===== config.mk =====
export PLATFORM = sky130hd
export DESIGN_NAME = sa_layer_sequencer
export DESIGN_NICKNAME = d
export VERILOG_FILES = /design/src/rtl/sa_layer_sequencer.sv
export SDC_FILE = /design/constraint.sdc
export NUM_CORES = 1
export LEC_CHECK = 0
export BUFFER_PORTS_ARGS = -buffer_cell sky130_fd_sc_hd__buf_2
export CELL_PAD_IN_SITES_DETAIL_PLACEMENT = 0
export CELL_PAD_IN_SITES_GLOBAL_PLACEMENT = 1
export CORE_ASPECT_RATIO = 1.2
export CORE_MARGIN = 1.5
export CORE_UTILIZATION = 56
export DETAILED_ROUTE_END_ITERATION = 10
export GPL_TIMING_DRIVEN = 0
export MAX_ROUTING_LAYER = met4
export PLACE_DENSITY = 0.87
export SYNTH_ARGS = -nofsm -noshare
export SYNTH_HDL_FRONTEND = slang
export SYNTH_SLANG_ARGS = --single-unit

===== constraint.sdc =====
create_clock -name clk -period 11.82 [get_ports clk]
set_clock_uncertainty 0.2 [all_clocks]
set_input_delay 1.773 -clock clk [delete_from_list [all_inputs] [get_ports clk]]
set_output_delay 1.773 -clock clk [all_outputs]
set_load 0.01 [all_outputs]

===== src/rtl/sa_layer_sequencer.sv =====
// Multi-layer command sequencer: replays up to NUM_DESC preloaded layer descriptors
// into the engine's control registers, supervising each layer for error, timeout and abort.
module sa_layer_sequencer #(
    parameter int NUM_DESC = 8,
    parameter int IDX_W    = $clog2(NUM_DESC),
    parameter int TMO_W    = 24
) (
    input  logic             clk,
    input  logic             rst,
    input  logic             cfg_we,
    input  logic [IDX_W-1:0] cfg_addr,
    input  logic [1:0]       cfg_field,
    input  logic [31:0]      cfg_wdata,
    input  logic             i_run,
    input  logic [IDX_W:0]   i_desc_count,
    input  logic             i_abort,
    input  logic [TMO_W-1:0] i_timeout_cycles,
    output logic [31:0]      o_ctrl_reg0,
    output logic [31:0]      o_ctrl_reg1,
    output logic [31:0]      o_ctrl_reg2,
    output logic [31:0]      o_ctrl_reg3,
    input  logic             i_engine_done,
    input  logic             i_engine_error,
    output logic             o_busy,
    output logic             o_done,
    output logic             o_error,
    output logic [1:0]       o_err_code,
    output logic [IDX_W-1:0] o_cur_desc
);

    typedef enum logic [2:0] {
        S_IDLE, S_LOAD, S_START, S_WAIT, S_NEXT, S_DONE, S_ERR
    } state_t;

    localparam logic [1:0] ERR_ENGINE  = 2'd1;
    localparam logic [1:0] ERR_TIMEOUT = 2'd2;
    localparam logic [1:0] ERR_ABORT   = 2'd3;

    state_t state, state_next;

    logic [31:0]      rd_base_tab   [NUM_DESC];
    logic [31:0]      wr_base_tab   [NUM_DESC];
    logic [31:0]      num_trans_tab [NUM_DESC];

    logic [IDX_W-1:0] idx;
    logic [IDX_W:0]   count;
    logic [TMO_W-1:0] tmo_limit;
    logic [TMO_W-1:0] tmo_cnt;
    logic             done_q;
    logic             start_q;
    logic             done_edge;
    logic             timeout_hit;
    logic             last_desc;
    logic [1:0]       err_next;

    assign done_edge   = i_engine_done & ~done_q;
    assign timeout_hit = (tmo_limit != '0) && (tmo_cnt == tmo_limit);
    assign last_desc   = ({1'b0, idx} == count - (IDX_W+1)'(1));
    assign o_ctrl_reg0 = {31'b0, start_q};

    // NOTE: the descriptor table is a register file, not RAM, so it is cleared on reset.
    always_ff @(posedge clk) begin
        if (rst) begin
            for (int i = 0; i < NUM_DESC; i++) begin
                rd_base_tab[i]   <= '0;
                wr_base_tab[i]   <= '0;
                num_trans_tab[i] <= '0;
            end
        end else if (cfg_we && state == S_IDLE) begin
            case (cfg_field)
                2'd0:    rd_base_tab[cfg_addr]   <= cfg_wdata;
                2'd1:    wr_base_tab[cfg_addr]   <= cfg_wdata;
                2'd2:    num_trans_tab[cfg_addr] <= cfg_wdata;
                default: ;
            endcase
        end
    end

    always_ff @(posedge clk) begin
        if (rst) state <= S_IDLE;
        else     state <= state_next;
    end

    // NOTE: defaults first so every path assigns both signals and no latch is inferred.
    always_comb begin
        state_next = state;
        err_next   = 2'd0;
        case (state)
            S_IDLE:  if (i_run) state_next = (i_desc_count == '0) ? S_DONE : S_LOAD;
            S_LOAD:  state_next = S_START;
            S_START: state_next = S_WAIT;
            S_WAIT: begin
                if (i_abort) begin
                    err_next   = ERR_ABORT;
                    state_next = S_ERR;
                end else if (i_engine_error) begin
                    err_next   = ERR_ENGINE;
                    state_next = S_ERR;
                end else if (timeout_hit) begin
                    err_next   = ERR_TIMEOUT;
                    state_next = S_ERR;
                end else if (done_edge) begin
                    state_next = S_NEXT;
                end
            end
            S_NEXT:  state_next = last_desc ? S_DONE : S_LOAD;
            S_DONE:  state_next = S_IDLE;
            S_ERR:   state_next = S_IDLE;
            default: state_next = S_IDLE;
        endcase
    end

    // Status outputs are registered from the next state so they line up with the state.
    always_ff @(posedge clk) begin
        if (rst) begin
            start_q     <= 1'b0;
            o_ctrl_reg1 <= '0;
            o_ctrl_reg2 <= '0;
            o_ctrl_reg3 <= '0;
            o_busy      <= 1'b0;
            o_done      <= 1'b0;
            o_error     <= 1'b0;
            o_err_code  <= 2'd0;
            o_cur_desc  <= '0;
            idx         <= '0;
            count       <= '0;
            tmo_limit   <= '0;
            tmo_cnt     <= '0;
            done_q      <= 1'b0;
        end else begin
            done_q  <= i_engine_done;
            start_q <= (state_next == S_START);
            o_busy  <= (state_next inside {S_LOAD, S_START, S_WAIT, S_NEXT});
            o_done  <= (state_next == S_DONE);
            case (state)
                S_IDLE: begin
                    if (i_run) begin
                        count      <= i_desc_count;
                        tmo_limit  <= i_timeout_cycles;
                        o_error    <= 1'b0;
                        o_err_code <= 2'd0;
                        idx        <= '0;
                    end
                end
                S_LOAD: begin
                    o_ctrl_reg1 <= rd_base_tab[idx];
                    o_ctrl_reg2 <= wr_base_tab[idx];
                    o_ctrl_reg3 <= num_trans_tab[idx];
                    o_cur_desc  <= idx;
                end
                S_START: tmo_cnt <= '0;
                S_WAIT: begin
                    if (tmo_cnt != '1) tmo_cnt <= tmo_cnt + TMO_W'(1);
                    if (state_next == S_ERR) begin
                        o_error    <= 1'b1;
                        o_err_code <= err_next;
                    end
                end
                S_NEXT: if (state_next == S_LOAD) idx <= idx + IDX_W'(1);
                default: ;
            endcase
        end
    end

endmodule


Word level (Yosys, flattened, before mapping):

Memory sizes are Yosys's and may differ from the RTL's. A register that Yosys moved wholly into a read port is not among the register bits.
Index checks and enable logic that the tools add are counted.

* bits in writable memories: 768
* register bits: 68
* bits of input ports: 72
* output and inout port bits: 136
* logic and storage cells: 101
* memories: 3

* reductions and logical operators: 17
* eq/ne operators: 19
* bitwise gates (word level): 2
* add/sub/neg operators: 3
* multiplexer cells: 45

Memory list
* num_trans_tab: depth 8, bits a word 32, rd ports 1, clocked after memory_dff 1, wr ports 8, line 43 `logic [31:0] num_trans_tab [NUM_DESC];`
* rd_base_tab: depth 8, bits a word 32, rd ports 1, clocked after memory_dff 1, wr ports 8, line 41 `logic [31:0] rd_base_tab [NUM_DESC];`
* wr_base_tab: depth 8, bits a word 32, rd ports 1, clocked after memory_dff 1, wr ports 8, line 42 `logic [31:0] wr_base_tab [NUM_DESC];`

Operators with widths (count)
* two-way mux 32 bit: 3
* OR reduction 32 bit: 3
* one-hot mux 24 bit (2 select lines): 1
* two-way mux 3 bit: 12
* adder 24 x 1 -> 24 bit (second input constant): 1
* equality test 24 bit: 1
* two-way mux 24 bit: 1
* inequality test 24 bit (second input constant): 1
* nonzero test 24 bit: 1
* two-way mux 1 bit: 19
* one-hot mux 3 bit (5 select lines): 1
* equality test 3 x 2 -> 1 bit (second input constant): 4
* equality test 3 bit (second input constant): 4
* two-way mux 2 bit: 5
* inequality test 2 bit (second input constant): 4
* equality test 3 x 1 -> 1 bit (second input constant): 2
* one-hot mux 3 bit (2 select lines): 1
* AND reduction 3 bit: 2
* nonzero test 2 bit: 3
* equality test 3 x 4 -> 1 bit: 1
* logical NOT 4 bit: 1
* one-hot mux 2 bit (2 select lines): 1
* AND reduction 2 bit: 2
* nonzero test 4 bit: 1
* other kinds (10): 11

Depth between registers and ports, before layout:

Gate-level depths: netlist (run 1).

* depth after elaboration: 10
* mapped depth: 9
* mapped depth without buffers: 7

Least setup slack after synthesis (run 1):

OpenSTA, ideal clock, no wires.

* path type: input port to flip-flop
* start point: in rst
* end point: mem rd_base_tab[6][0], enable pin
* data arrival time: 5183 ps
* path buffers: 3
* data required time: 11154 ps
* path slack: 5971 ps
* library setup time: 466 ps
* stages: 7
* cell sequence: clkbuf_1 -> nor2_1 -> and3_1 -> or3b_1 -> buf_6 -> buf_6 -> o21ai_0

RTL lines
* start: declaration: line 9 `input logic rst,`
* end: declaration: line 41

==> reports/metrics.cfg, run 1 <==
[clock_tree]
clk_latency_ns=0.65
cts_num_sinks=932
clkTransAtPathRegs_ns=0.06
cts_made_buffers=93
hold_buffers=0
h-tree-depth=3
cts_root_buf=clkbuf_16
cts_tree=built
postCtsSetupBuffers=0
cts.path.max_buffers=3
cts_resized=0

[power]
switching_share=0.2305
p_int_uw=5758
power_switching_uw=1725
power_uw=7482
p_leak_uw=0.01714
combPwrFrac=0.077
pwr-share-clk=0.418
seqPwrFrac=0.505
ir_drop_uv=99.01
p_per_area_nw_per_um2=158.5

[worst_hold_path]
holdPathStages=2
hp-start=count[3]
min_path_type=reg -> reg
whs_endpoint=count[3]

[run]
maxCapViolCount=0

[synth]
synth_ff_type=edfxtp_1
yosysWarnings=0
synth-seq-area-share=0.6423
syn_area_per_cell_um2=14.46
ys_ff_latch=932
ys_types=57
netlist_top_cells_area=edfxtp_1 (56%), and2_1 (12%), mux4_2 (11%)
netlist_instances=2836
synth_edf_count=768
synth_top_cell_area_share=0.5623
netlist.top_cell.by_area=edfxtp_1
postSynth.asyncResetShare=0
syn_area_um2=41020

[worst_setup_path]
cp_max_fo=10
r2r-start=state[1]
worstRegToRegCells=8
reg2reg_to=num_trans_tab[6][6]
cp-start-kind=input pin
cp-end-kind=flip-flop
crit_required_ns=12.12
cp.arrival_ns=4.93
r2r_slack_ns=8.02
critPathKind=in -> reg

[drt]
first_iter_violations=2592
antenna_left=0
drc=0
avgRoutedWirePerCell_um=27.01
via_per_inst=6.054
first_pass_iters=5
wl_um=113000
vias=25320

[cells_and_area]
fillers=5074
area_growth_pct=15.07
drive_gt1_frac=0.1985
final_util=0.6516
nets=3235

[sta]
rsz0062_at_grt=no
final-setup-viol-count=0
slew_headroom=0.07769
fmax_ghz=0.2159
hold_viol_final=0
slew_viol_final=0
period_needed_ns=4.632
period_share=0.3919
max_slew.worst_pin.slew_ns=1.383
fin_tns_setup_ns=0
holdWs_ns=0.2884

[grt]
grt_max_degree=23
antenna_found_initial=14
grt_pass1_vias=25810
grt_overflow=0
grt_pass1_wl_um=164900
grt.total_usage=0.3124

[place]
dpl.hpwl_um=79800
routabilityCongestion=0.9040
port_buffers=175

[status]
status=finished clean

[floorplan]
core_area_um2=72430
dieHeight_um=299.5
initial_core_util=0.5663
die_area_um2=74880
dieWidth_um=250.1
boundaryPins=208
rows=108

logic make-up after synthesis:
family,synth area share
other,0.00009143
XOR/XNOR,0.007809
AND/OR/NAND/NOR,0.1544
adder cells (fa/ha/maj),0.0009153
multiplexers,0.1301
AO/OA/AOI/OAI,0.03224
buffers and inverters,0.03218
flip-flops,0.6423
power by group through the flow:
stage	registers (uW)	logic, uW	clock network, uW
3_5_place_dp	3840	569	0
4_1_cts	3780	572	3140
6_report	3780	574	3130
2_1_floorplan	3850	289	0
5_1_grt	3790	613	3260
3_3_place_gp	3850	522	0
flip-flops by register name, summed over array words and instances, names as in the netlist:
register	count
done_q	1
num_trans_tab	256
rd_base_tab	256
count	4
tmo_limit	24
o_done	1
o_ctrl_reg1	32
o_ctrl_reg3	32
o_ctrl_reg2	32
idx	3
state	3
o_busy	1
o_err_code	2
start_q	1
tmo_cnt	24
wr_base_tab	256
o_cur_desc	3
o_error	1
synthesized netlist by cell type, drive strengths merged (2+ instances only):
cell type / count
nand2b: 3
dfxtp: 164
nand3: 13
nand4: 13
mux2i: 101
and2: 770
mux4: 192
o21ai: 34
o211ai: 4
ha: 3
nor3: 7
or3: 6
nor2b: 3
nor2: 142
clkbuf: 193
and3: 5
and4: 2
o31ai: 10
nand2: 74
inv: 8
nor4: 15
edfxtp: 768
xor2: 33
or3b: 3
a21oi: 46
nand3b: 6
or4: 13
a211oi: 96
buf: 91
worst max-delay path by stage:
stage                     from                   to  slack (ns)  cells past startpoint
after floorplan            rst    rd_base_tab[6][0]        5.97                      7
after global placement     rst   rd_base_tab[1][16]        3.14                      7
after detailed placement   rst  num_trans_tab[6][2]        6.74                      8
after CTS                  rst  num_trans_tab[6][6]        7.40                      8
after global routing       rst  num_trans_tab[6][6]        7.18                      8
final                      rst  num_trans_tab[6][6]        7.19                      8
final cells by class:
| cell class | count | area (um^2) | area share |
|---|---|---|---|
| Sequential cell | 932 | 26350 | 0.5582 |
| Timing Repair Buffer | 199 | 1394 | 0.02953 |
| Buffer | 284 | 1290 | 0.02733 |
| Multi-Input combinational cell | 1642 | 13730 | 0.2910 |
| Antenna cell | 7 | 17.52 | 0.0003711 |
| Clock buffer | 120 | 2522 | 0.05345 |
| Inverter | 8 | 30.03 | 0.0006363 |
| Clock inverter | 55 | 694.4 | 0.01471 |
| Tap cell | 935 | 1170 | 0.02479 |
worst max-delay path, stage by stage:
cell and delay [ns]:
clkbuf_1 0.15, nor2_1 0.15, and3_1 0.47, nand3b_1 0.34, clkbuf_1 0.51, nor2_1 0.72, clkbuf_1 0.57, and2_1 0.22
placed cells by master (no fill, tap or decap), types with 19 or more instances in the layout:
| cell type | synthesis | layout |
|---|---|---|
| nor2_1 | 133 | 133 |
| o21ai_4 | 0 | 24 |
| nand2_1 | 74 | 74 |
| mux4_2 | 192 | 192 |
| dfxtp_1 | 164 | 164 |
| buf_4 | 37 | 37 |
| buf_12 | 0 | 19 |
| a21oi_1 | 46 | 46 |
| and2_1 | 770 | 770 |
| conb_1 | 1 | 31 |
| a211oi_1 | 96 | 96 |
| xor2_1 | 33 | 33 |
| clkbuf_1 | 192 | 213 |
| clkbuf_16 | 0 | 96 |
| mux2i_1 | 101 | 101 |
| buf_2 | 31 | 206 |
| edfxtp_1 | 768 | 768 |
through the flow:
step | cells | setup slack, ns | cell area (um^2)
after floorplan | 2866 | 5.971 | 41130
final | 4182 | 7.188 | 47200
after global routing | 4180 | 7.181 | 47190
after CTS | 4175 | 7.401 | 47180
after detailed placement | 4000 | 6.744 | 43960
after global placement | 3976 | 3.139 | 43170
layer usage:
layer	vias up	wire, um	share of wire	GRT usage
met5	-	0	0	-
met4	0	5648	0.050	0.1488
met3	287	9402	0.083	0.05158
met2	1332	56550	0.50	0.5180
met1	12770	41350	0.37	0.3755
li1	10930	-	-	-
(Power assumes the default switching activity.)
==> run 2: changes to the inputs <==
Settings changed: CORE_UTILIZATION 56 to 52, PLACE_DENSITY 0.87 to 0.82.
Clock period 11.82 ns to 4.75 ns, I/O delays scaled along.
==> reports/metrics.cfg, run 2 (same netlist as run 1, synthesis figures left out) <==
[status]
status=finished clean

[sta]
rsz0062_at_grt=no
fin_tns_setup_ns=0
period_needed_ns=3.802
slew_viol_final=0
hold_viol_final=0
fmax_ghz=0.2630
period_share=0.8005
max_slew.worst_pin.slew_ns=1.321
final-setup-viol-count=0
slew_headroom=0.1191

[power]
ir_drop_uv=280.7
p_leak_uw=0.01708
p_per_area_nw_per_um2=386.8

[grt]
grt_max_degree=22
grt_pass1_vias=25700
grt.total_usage=0.2940
grt_pass1_wl_um=166200
grt_overflow=0
antenna_found_initial=7

[worst_setup_path]
worstRegToRegCells=7
r2r-start=state[0]
cp_max_fo=10
critPathKind=reg -> reg
r2r_slack_ns=0.95
crit_path_start=state[0]
cp-start-kind=flip-flop
reg2reg_to=o_ctrl_reg1[5]
path_cells=buf_2 -> nand2b_1 -> nor2_1 -> buf_2 -> clkbuf_1 -> nor2_1 -> a211oi_1
critPathCapture=o_ctrl_reg1[5]
cp_slowest_cell=clkbuf_1
crit_required_ns=5.12
cp-end-kind=flip-flop
cp.arrival_ns=4.17
cpPeakStageDelay_ns=0.90

[place]
routabilityCongestion=0.8975
dpl.hpwl_um=81360
port_buffers=175

[worst_hold_path]
hp-start=i_engine_done
min_path_type=in -> reg

[drt]
vias=25260
first_pass_iters=6
drc=0
antenna_left=0
avgRoutedWirePerCell_um=26.81
wl_um=114500
first_iter_violations=2496
via_per_inst=5.912

[cells_and_area]
multiInputGateArea_um2=13730
seq_area_um2=26350
reg_top3=num_trans_tab: 256 flops, rd_base_tab: 256 flops, wr_base_tab: 256 flops
drive_gt1_frac=0.1971
nets=3237
final_cell_mix=and2_1 (770), edfxtp_1 (768), clkbuf_1 (213)
layout_commonest_cell=and2_1
area_growth_pct=15.10
final_util=0.6059
fillers=5949

[clock_tree]
cts_num_sinks=932
h-tree-depth=3
cts_root_buf=clkbuf_16
cts.path.max_buffers=3
hold_buffers=0
cts_made_buffers=94
postCtsSetupBuffers=0
clk_latency_ns=0.69
cts_tree=built
clkTransAtPathRegs_ns=0.06
cts_resized=0

[floorplan]
core_area_um2=77910
initial_core_util=0.5264
die_area_um2=80580
boundaryPins=208
dieWidth_um=259.4
dieHeight_um=310.7
rows=112

[run]
maxCapViolCount=0

==> run 2: changes by cell type in the layout (fill, tap and decap cells not counted), sizes merged, moves of 2 or more <==
cell,delta
clkinvlp,+2
clkinv,+8
bufinv,-9
inv,-3
diode,-2
clkbuf,+3
==> run 2: stage by stage <==
stage	setup WS, ns	cells	power, uW	area, um^2	hold WS, ns
floorplan	-0.03870	2866	10300	41130	0.2446
global placement	-2.963	4067	10910	43290	0.2627
detailed placement	0.6910	4092	11000	44110	0.2735
CTS	1.080	4268	18310	47200	0.03752
global route	0.8666	4271	18740	47210	0.06035
finish	0.9475	4273	18260	47210	0.06940
==> run 2: cell type report <==
type | count | area share
Sequential cell | 932 | 0.5580
Multi-Input combinational cell | 1642 | 0.2909
Clock buffer | 123 | 0.05407
Timing Repair Buffer | 200 | 0.03032
Buffer | 284 | 0.02732
Tap cell | 1026 | 0.02719
Clock inverter | 53 | 0.01126
Inverter | 8 | 0.0006361
Antenna cell | 5 | 0.0002650
==> run 2: per-layer routing <==
metal,up-vias,track usage,routed length [um]
li1,10920,-,-
met1,12860,0.3599,42530
met2,1231,0.4834,57630
met3,254,0.04415,9172
met4,0,0.1321,5203
met5,-,-,0
==> run 2: critical path, delay by kind of cell (launching register included) <==
family | cells | cell delay, ns
AOI/OAI and AO/OA | 1 | 0.27
and+or+nand+nor | 3 | 0.96
buffers and inverters | 3 | 1.84
DFF | 1 | 0.41
==> run 2: worst min-delay path by stage <==
| stage | to | slack [ns] | depth (start not counted) |
|---|---|---|---|
| global placement | o_err_code[0] | 0.26 | 2 |
| floorplan | count[3] | 0.24 | 2 |
| finish | done_q | 0.07 | 2 |
| detailed placement | count[3] | 0.27 | 2 |
| global route | done_q | 0.06 | 2 |
| CTS | done_q | 0.04 | 2 |
==> run 2: power breakdown <==
part	leakage, uW	switching [uW]	internal, uW	total (uW)
Sequential	0.00927	187	9210	9400
Clock	0.00150	3220	4200	7420
Combinational	0.00631	947	493	1440
Total	0.0171	4360	13900	18300
